`src/rtl/cond_flag_unit.sv`:
```
// Condition-code consumer: holds {N,Z,C,V}, feeds stored carry back to the ALU,
// evaluates condition fields under valid/ready and sequences a flush on taken branches.
module cond_flag_unit #(
    parameter int unsigned FLUSH_CYCLES = 2,
    parameter bit          BYPASS       = 1'b1
) (
    input  logic       clk,
    input  logic       rst_n,
    input  logic       alu_n,
    input  logic       alu_z,
    input  logic       alu_c,
    input  logic       alu_v,
    input  logic       s_bit,
    input  logic       flags_wr,
    input  logic [3:0] flags_wdata,
    input  logic       eval_valid,
    input  logic [3:0] eval_cond,
    input  logic       eval_branch,
    output logic       eval_ready,
    output logic       pass_valid,
    output logic       pass,
    output logic       flush,
    output logic       cin,
    output logic [3:0] flags
);

    localparam logic [3:0] FlushLoad = 4'(FLUSH_CYCLES);

    typedef enum logic [0:0] {StIdle, StFlush} state_e;

    state_e     state_q;
    logic [3:0] cnt_q;
    logic [3:0] flags_q;
    logic [3:0] flags_d;
    logic [3:0] flags_eff;
    logic       eval_ready_q;
    logic       pass_valid_q;
    logic       pass_q;
    logic       flush_q;
    logic       cond_met;
    logic       accept;
    logic       f_n, f_z, f_c, f_v;

    // Direct status-register writes take priority over ALU-driven updates.
    always_comb begin
        flags_d = flags_q;
        if (flags_wr) begin
            flags_d = flags_wdata;
        end else if (s_bit) begin
            flags_d = {alu_n, alu_z, alu_c, alu_v};
        end
    end

    always_ff @(posedge clk or negedge rst_n) begin
        if (!rst_n) begin
            flags_q <= 4'b0000;
        end else begin
            flags_q <= flags_d;
        end
    end

    assign flags_eff = BYPASS ? flags_d : flags_q;
    assign {f_n, f_z, f_c, f_v} = flags_eff;

    always_comb begin
        cond_met = 1'b0;
        case (eval_cond)
            4'b0000: cond_met = f_z;
            4'b0001: cond_met = ~f_z;
            4'b0010: cond_met = f_c;
            4'b0011: cond_met = ~f_c;
            4'b0100: cond_met = f_n;
            4'b0101: cond_met = ~f_n;
            4'b0110: cond_met = f_v;
            4'b0111: cond_met = ~f_v;
            4'b1000: cond_met = f_c & ~f_z;
            4'b1001: cond_met = ~f_c | f_z;
            4'b1010: cond_met = (f_n == f_v);
            4'b1011: cond_met = (f_n != f_v);
            4'b1100: cond_met = ~f_z & (f_n == f_v);
            4'b1101: cond_met = f_z | (f_n != f_v);
            4'b1110: cond_met = 1'b1;
            default: cond_met = 1'b0;
        endcase
    end

    assign accept = eval_valid & eval_ready_q;

    always_ff @(posedge clk or negedge rst_n) begin
        if (!rst_n) begin
            state_q      <= StIdle;
            cnt_q        <= 4'd0;
            eval_ready_q <= 1'b1;
            pass_valid_q <= 1'b0;
            pass_q       <= 1'b0;
            flush_q      <= 1'b0;
        end else begin
            pass_valid_q <= accept;
            if (accept) begin
                pass_q <= cond_met;
            end
            case (state_q)
                StIdle: begin
                    if (accept && cond_met && eval_branch) begin
                        state_q      <= StFlush;
                        cnt_q        <= FlushLoad;
                        flush_q      <= 1'b1;
                        eval_ready_q <= 1'b0;
                    end
                end
                StFlush: begin
                    // Counter holds the number of flush cycles still to run, this one included.
                    if (cnt_q <= 4'd1) begin
                        state_q      <= StIdle;
                        cnt_q        <= 4'd0;
                        flush_q      <= 1'b0;
                        eval_ready_q <= 1'b1;
                    end else begin
                        cnt_q <= cnt_q - 4'd1;
                    end
                end
                default: begin
                    state_q      <= StIdle;
                    cnt_q        <= 4'd0;
                    flush_q      <= 1'b0;
                    eval_ready_q <= 1'b1;
                end
            endcase
        end
    end

    assign eval_ready = eval_ready_q;
    assign pass_valid = pass_valid_q;
    assign pass       = pass_q;
    assign flush      = flush_q;
    assign flags      = flags_q;
    assign cin        = flags_q[1];

endmodule

```
`config.mk`:
```
export PLATFORM = sky130hd
export DESIGN_NAME = cond_flag_unit
export DESIGN_NICKNAME = d
export VERILOG_FILES = /design/src/rtl/cond_flag_unit.sv
export SDC_FILE = /design/constraint.sdc
export NUM_CORES = 1
export LEC_CHECK = 0
export ABC_AREA = 1
export BUFFER_PORTS_ARGS = -buffer_cell sky130_fd_sc_hd__buf_4
export CORE_UTILIZATION = 50
export CTS_CLUSTER_SIZE = 10
export DETAILED_ROUTE_END_ITERATION = 10
export MAX_ROUTING_LAYER = met4
export PLACE_DENSITY = 0.75
export SYNTH_ARGS = -nofsm -noshare
export SYNTH_HDL_FRONTEND = slang
export SYNTH_SLANG_ARGS = --single-unit
export TNS_END_PERCENT = 20
```
`constraint.sdc`:
```
create_clock -name clk -period 1.79 [get_ports clk]
set_input_delay 0.179 -clock clk [delete_from_list [all_inputs] [get_ports clk]]
set_output_delay 0.179 -clock clk [all_outputs]
set_load 0.005 [all_outputs]
```
Word level (Yosys, flattened, before mapping). Index checks and enable logic that the tools add are counted.

Order comparisons: 1. Mux-type cells: 15. Bitwise gates (word level): 10. Eq/ne operators: 18. Reductions and logical operators: 4. $add $sub $neg: 1.

Operators with widths (number): == test 4 bit (second input constant) (7); == test 4 x 3 -> 1 bit (second input constant) (4); 2-to-1 mux 4 bit (4); case mux 1 bit (15 select lines) (1); == test 4 x 2 -> 1 bit (second input constant) (2); case mux 4 bit (2 select lines) (1); 2-to-1 mux 1 bit (6); case mux 1 bit (2 select lines) (3); inverter 1 bit (5); == test 4 x 1 -> 1 bit (second input constant) (1); <= comparator 4 x 1 -> 1 bit (second input constant) (1); logical NOT 4 bit (1); subtractor 4 x 1 -> 4 bit (second input constant) (1); AND 1 bit (3); logical AND 1 bit (2); != test 2 x 1 -> 1 bit (second input constant) (1); != test 2 bit (second input constant) (1); bitwise OR 1 bit (2); AND reduction 2 bit (1); == test 1 bit (1); != test 1 bit (1).

Logic and storage cells: 56. Bits of input ports: 18. Output and inout bits: 9. Bits in registers: 13.

Logic depth before layout (Yosys ltp). Gate-level depths: netlist of the first run.

Depth in word-level cells: 9. Mapped depth: 16. Mapped depth without buffers: 16.

Worst setup path after synthesis of the first run. No wires, ideal clock.

Path kind: register -> register. Start point: reg flags_q[3] (netlist: flags[3]). End point: reg cnt_q[1]. Clock period less this slack: 1.364 ns. Stages on the path, launching flop included: 15. Arrival: 1.247 ns. Library setup time: 0.117 ns. Slack: 0.426 ns. Path through: dfrtp_1 > nand2_2 > nand2_1 > nand2_1 > nand2_2 > nand2_2 > nand3_2 > nand2_1 > nand2_1 > nor2_2 > nand2_2 > nand3_2 > nand2_1 > nand2_1 > nand2_1.

Longest elaborated chain between the ends: 8.

RTL lines: start, declared (RTL line 33) `logic [3:0] flags_q;`; start signal, assigned (RTL line 58) `flags_q <= flags_d;`; 2-to-1 mux 4 bit (*) (RTL line 49) `end else if (s_bit) begin`; 2-to-1 mux 4 bit (*) (RTL line 47) `if (flags_wr) begin`; named net flags_d[3] (RTL line 34) `logic [3:0] flags_d;`; != test 1 bit / == test 1 bit (equally long branches); bitwise OR 1 bit / AND 1 bit (equally long branches) (RTL line 81, 80); case mux 1 bit (15 select lines) (*) (RTL line 67) `case (eval_cond)`; logical AND 1 bit (*) (2 in series) (RTL line 104) `if (accept && cond_met && eval_branch) begin`; != test 2 bit (no line) (*); end signal, assigned (RTL line 106) `cnt_q <= FlushLoad;`; end signal, assigned (RTL line 119) `cnt_q <= cnt_q - 4'd1;`; end, declared (RTL line 32) `logic [3:0] cnt_q;`.

The timed path passes the listed nets; every way through them passes the cells marked *. A chain may end at the register's enable or synchronous reset.

Worst setup path after layout of the first run.
Start point: reg flags_q[0] (netlist: flags[0]). End point: reg cnt_q[1].

Same word-level chain as after synthesis.

==> impl_metrics.yaml, run 1 <==
timing:
  drv_slew: 0
  relSlewSlack: 0.762
  worst_pin_slew_ns: 0.353
  rsz0062_at_grt: "no"
  fmax_mhz: 658
  fin_crit_ns: 1.52
  finalCritPeriodShare: 0.849
  skew_ns: 0.00496
  hold_violations: 0
  worst_hold_slack_ns: 0.179
  setup-violations-final: 0
  finalSetupTns_ns: 0
  finalWorstSetupSlack_ns: 0.271
floorplan:
  dieArea_um2: 2060
  core-area_um2: 1750
  start_util: 0.540
  dieWidth_um: 45.4
  die_h_um: 45.4
  fp-row-count: 15
  io_pins: 27
synthesis:
  synth_nets: 162
  async_reset_ff_frac: 1.00
  avgSynthCellArea_um2: 6.63
  synth.area.top_cells: "dfrtp_1 (32%), nand2_1 (20%), nand3_1 (7.4%)"
  yosys.cell_count.top_type: "nand2_1"
  ys_top_cells_by_count: "nand2_1 (50), inv_1 (18), nand3_1 (14), dfrtp_1 (12), nand2_2 (11)"
  yosys_warnings: 0
  synth_largest_area_cell: "dfrtp_1"
  netlist.area_leader.share: 0.319
  seq_area_frac_synth: 0.347
  synth_edf_count: 0
  ys.flop_type: "dfrtp_1"
  syn_area_um2: 942
  ys_ff_latch: 13
  netlist_instances: 142
  ys_types: 22
worst_setup_path:
  timing.rr.start: "flags[0]"
  end_kind: "flip-flop"
  cp_max_fo: 5
  critPathKind: "flip-flop to flip-flop"
  cp-start-kind: "flip-flop"
  arrival_ns: 1.68
  worstPathRequired_ns: 1.95
  rrSetupSlack_ns: 0.27
  reg2reg_to: "cnt_q[1]"
  r2r_cells: 14
finish:
  fin_nets: 193
  post-route-util: 0.686
  fillers: 163
  syn_to_final_growth_pct: 27.1
  diodes: 0
  drive_above_1_share: 0.297
global_routing:
  grt_pass1_vias: 863
  grt_pass1_wl_mm: 3.31
  grt_overflow: 0
  grt_max_degree: 14
  track_usage: 0.226
  antenna_found_initial: 0
clock_network:
  numCtsBuffers: 3
  cts_resized: 0
  cts_sinks: 13
  htree_levels: 1
  cts_buffer_depth: 2
  post_cts_buffers: 0
  cts_tree: "built"
  cts_hold_buf: 1
  clock_latency_ns: 0.27
  cts_root_buffer: "clkbuf_4"
  clkTransAtPathRegs_ns: 0.07
status:
  status: "finished clean"
power_and_ir_drop:
  peakVddDrop_mv: 0.831
  leakage_nw: 0.701
  powerDensity_nw_per_um2: 981
  total_power_w: 0.00117
min_path:
  min_from: "flags_wdata[3]"
  hold_class: "input pin to flip-flop"
  holdPathStages: 3
  worstHoldEndpoint: "flags[3]"
routing:
  ant_nets: 0
  drtPass1Iterations: 4
  num_vias: 924
  drc: 0
  wl_per_cell_um: 9.71
  viasPerCell: 4.69
  wirelength_mm: 1.91
  drt_iter0_drc: 14
place:
  hpwl_mm: 1.65
  pre_cts_ws_ns: 0.272
  gp_congestion: 0.907
  numPortBuffers: 26
flow_run:
  drv_cap: 0
[power by group]
group | internal (W) | switching [W] | total [W]
Sequential | 0.000403 | 0.0000745 | 0.000477
Combinational | 0.000233 | 0.000291 | 0.000523
Clock | 0.0000863 | 0.0000880 | 0.000174
[placed cells by master, fill, tap and decap left out]
master,count
clkbuf_4,3
a21oi_2,2
dlygate4sd3_1,1
clkbuf_1,1
ha_1,2
o21ai_0,3
nor2_1,9
or2_1,2
xor2_1,2
dfrtp_1,12
nor2_2,1
a21oi_1,1
nand3b_1,1
nand3_2,3
nand2_2,11
dfstp_2,1
nand2_1,50
inv_2,3
or2_4,1
clkinv_1,2
buf_4,26
nand3_1,14
inv_1,18
nor3_1,2
nand4_1,1
[stage by stage]
stage	cells	cell area, um2
floorplan	142	942
global placement	192	1160
detailed placement	192	1160
CTS	197	1200
global route	197	1200
finish	197	1200
[layout make-up]
cell class              count  area [um2]  share of cell area
well taps                  25        31.3              0.0261
flip-flops and latches     13         327               0.273
repair buffers             27         205               0.171
multi-input cells         105         522               0.436
clock buffers               4        26.3              0.0219
inverters                  23        86.3              0.0721
[flip-flops by register name, indices dropped and copies added, names as in the netlist]
signal      count
cnt_q           4
pass_valid      1
pass            1
flush           1
eval_ready      1
state_q         1
flags           4
[cell families (layout without fill, tap and decap cells)]
group | Yosys count | in the layout | synth area share
flops | 13 | 13 | 0.347
simple gates | 95 | 95 | 0.469
compound gates | 6 | 6 | 0.0398
fa+ha+maj | 2 | 2 | 0.0266
buf+inv | 24 | 54 | 0.0996
xor+xnor | 2 | 2 | 0.0186
[metal layers]
| metal | share of wire | vias up | wire [um] | GRT usage |
|---|---|---|---|---|
| met5 | 0 | - | 0 | - |
| met4 | 0 | 0 | 0 | 0.0485 |
| met3 | 0.048 | 0 | 92 | 0.0714 |
| met2 | 0.48 | 20 | 911 | 0.354 |
| met1 | 0.48 | 409 | 909 | 0.284 |
| li1 | - | 495 | - | - |
[worst max path at each step]
stage / start / to / cells past startpoint / slack [ns]
after global placement: s_bit / cnt_q[1] / 17 / 0.29
after global routing: flags[0] / cnt_q[1] / 14 / 0.10
final: flags[0] / cnt_q[1] / 14 / 0.27
after detailed placement: flags_wr / cnt_q[1] / 15 / 0.27
after floorplan: flags[3] / cnt_q[1] / 14 / 0.43
after CTS: flags[0] / cnt_q[1] / 14 / 0.27
[worst max-delay path, cell delays in order, from the launching register on]
cell and delay, ns:
dfrtp_1 0.39, inv_1 0.06, nand2_1 0.05, nand3_1 0.07, nand2_1 0.10, nand2_2 0.11, nand3_2 0.09, nand2_1 0.08
nand2_1 0.06, nor2_2 0.09, nand2_2 0.07, nand3_2 0.10, nand2_1 0.06, nand2_1 0.05, nand2_1 0.05
Power figures use the tool's default switching activity.
==> inputs of run 2 (changes only) <==
clock period = 1.5 ns   (was 1.79 ns; I/O delays follow)
==> impl_metrics.yaml, run 2 (synthesis gave the netlist of run 1 again) <==
status:
  status: "finished, violations left"
  failed_checks: "setup timing"
place:
  hpwl_mm: 1.76
  numPortBuffers: 26
  placed_area_um2: 1170
  gp_congestion: 0.832
  pre_cts_ws_ns: -0.0244
finish:
  diodes: 0
  fin_nets: 194
  post-route-util: 0.709
  layout_commonest_cell: "nand2_1"
  final_cell_mix: "nand2_1 (48), buf_4 (27), inv_1 (18), nand3_1 (13), dfrtp_1 (12)"
  drive_above_1_share: 0.329
  syn_to_final_growth_pct: 31.3
  final_area_um2: 1240
global_routing:
  track_usage: 0.248
  grt_pass1_wl_mm: 3.60
  grt_max_degree: 14
  grt_overflow: 0
  grt_pass1_vias: 847
  antenna_found_initial: 0
timing:
  setup-violations-final: 6
  worst_pin_slew_ns: 0.240
  finalWorstSetupSlack_ns: -0.0749
  drv_slew: 0
  skew_ns: 0.00286
  finalCritPeriodShare: 1.05
  fmax_mhz: 635
  relSlewSlack: 0.839
  rsz0062_at_grt: "yes"
  hold_violations: 0
  fin_crit_ns: 1.57
worst_setup_path:
  end_kind: "flip-flop"
  cp-start-kind: "flip-flop"
  r2r_cells: 13
  critPathKind: "flip-flop to flip-flop"
  worstPathRequired_ns: 1.67
  arrival_ns: 1.75
  cp_max_fo: 5
floorplan:
  dieArea_um2: 2060
  core-area_um2: 1750
  die_h_um: 45.4
  io_pins: 27
  start_util: 0.540
  fp-row-count: 15
  dieWidth_um: 45.4
routing:
  wirelength_mm: 2.20
  wl_per_cell_um: 11.1
  viasPerCell: 4.92
  drt_iter0_drc: 18
  drtPass1Iterations: 4
  ant_nets: 0
  num_vias: 974
  drc: 0
clock_network:
  post_cts_buffers: 0
  clock_latency_ns: 0.27
  cts_sinks: 13
  cts_buffer_depth: 2
  cts_root_buffer: "clkbuf_4"
  clkTransAtPathRegs_ns: 0.08
  cts_tree: "built"
  htree_levels: 1
  numCtsBuffers: 3
power_and_ir_drop:
  peakVddDrop_mv: 0.814
  leakage_nw: 0.720
  powerDensity_nw_per_um2: 1190
  total_power_w: 0.00147
flow_run:
  drv_cap: 0
min_path:
  hold_class: "input pin to flip-flop"
  holdPathStages: 4
run 2: changes by cell type in the layout (fill, tap and decap cells not counted), sizes merged:
cell | before | now
buf | 26 | 27
run 2: worst paths after layout:
| path | endpoint | slack [ns] | start |
|---|---|---|---|
| worst max register to register | cnt_q[1] | -0.07 | flags[3] |
| worst min-delay path | pass | 0.14 | eval_valid |
| worst max-delay path | cnt_q[1] | -0.07 | flags[3] |
| min in group asynchronous | cnt_q[1] | 0.26 | rst_n |
| worst min register to register | eval_ready | 0.47 | eval_ready |
| max in group asynchronous | eval_ready | 1.01 | rst_n |
run 2: cell type report:
type	instances	area [um2]
sequential	13	327
timing repair buffer	28	213
fill	166	508
clock buffer	4	26.3
inverter	23	86.3
multi-input combinational	105	554
tap	25	31.3
run 2: repair_timing:
| action | CTS | global route |
|---|---|---|
| endpoints found under the setup margin | 2 | 8 |
| endpoints found under the hold margin | 13 | 0 |
| gates resized for setup | 2 | 8 |
| pin swaps | 1 | 4 |
| hold buffers | 1 | 0 |
| gates cloned | 0 | 0 |
run 2: metal layers:
layer	track usage	vias to the layer above	wire length (um)
li1	-	494	-
met1	0.344	454	1060
met2	0.383	24	1060
met5	-	-	0
met4	0.0545	0	14
met3	0.0357	2	67
run 2: critical path, stage by stage, from the launching register on:
cell and delay, ns:
dfrtp_1 0.40, nand2_2 0.08, nand2_1 0.05, nand2_1 0.07, nand2_2 0.08, nand2_1 0.07
nand2_1 0.06, nand3b_1 0.17, nor2_2 0.14, nand2_2 0.09, nand3_4 0.09, nand2_1 0.06
nand2_1 0.06, nand2_1 0.04
run 2: report_power, final:
group | leakage (nW) | switching, W | total (W) | internal [W]
Combinational | 0.545 | 0.000374 | 0.000685 | 0.000310
Clock | 0.0150 | 0.000115 | 0.000218 | 0.000103
Sequential | 0.160 | 0.0000897 | 0.000570 | 0.000480
run 2: metrics by stage:
stage,TNS [ns],hold slack (ns),cells
2_1_floorplan,0,-0.146,142
5_1_grt,-1.04,0.146,198
4_1_cts,-0.0423,0.142,198
3_3_place_gp,0,-0.0000418,193
3_5_place_dp,-0.0263,0.00487,193
6_report,-0.247,0.141,198
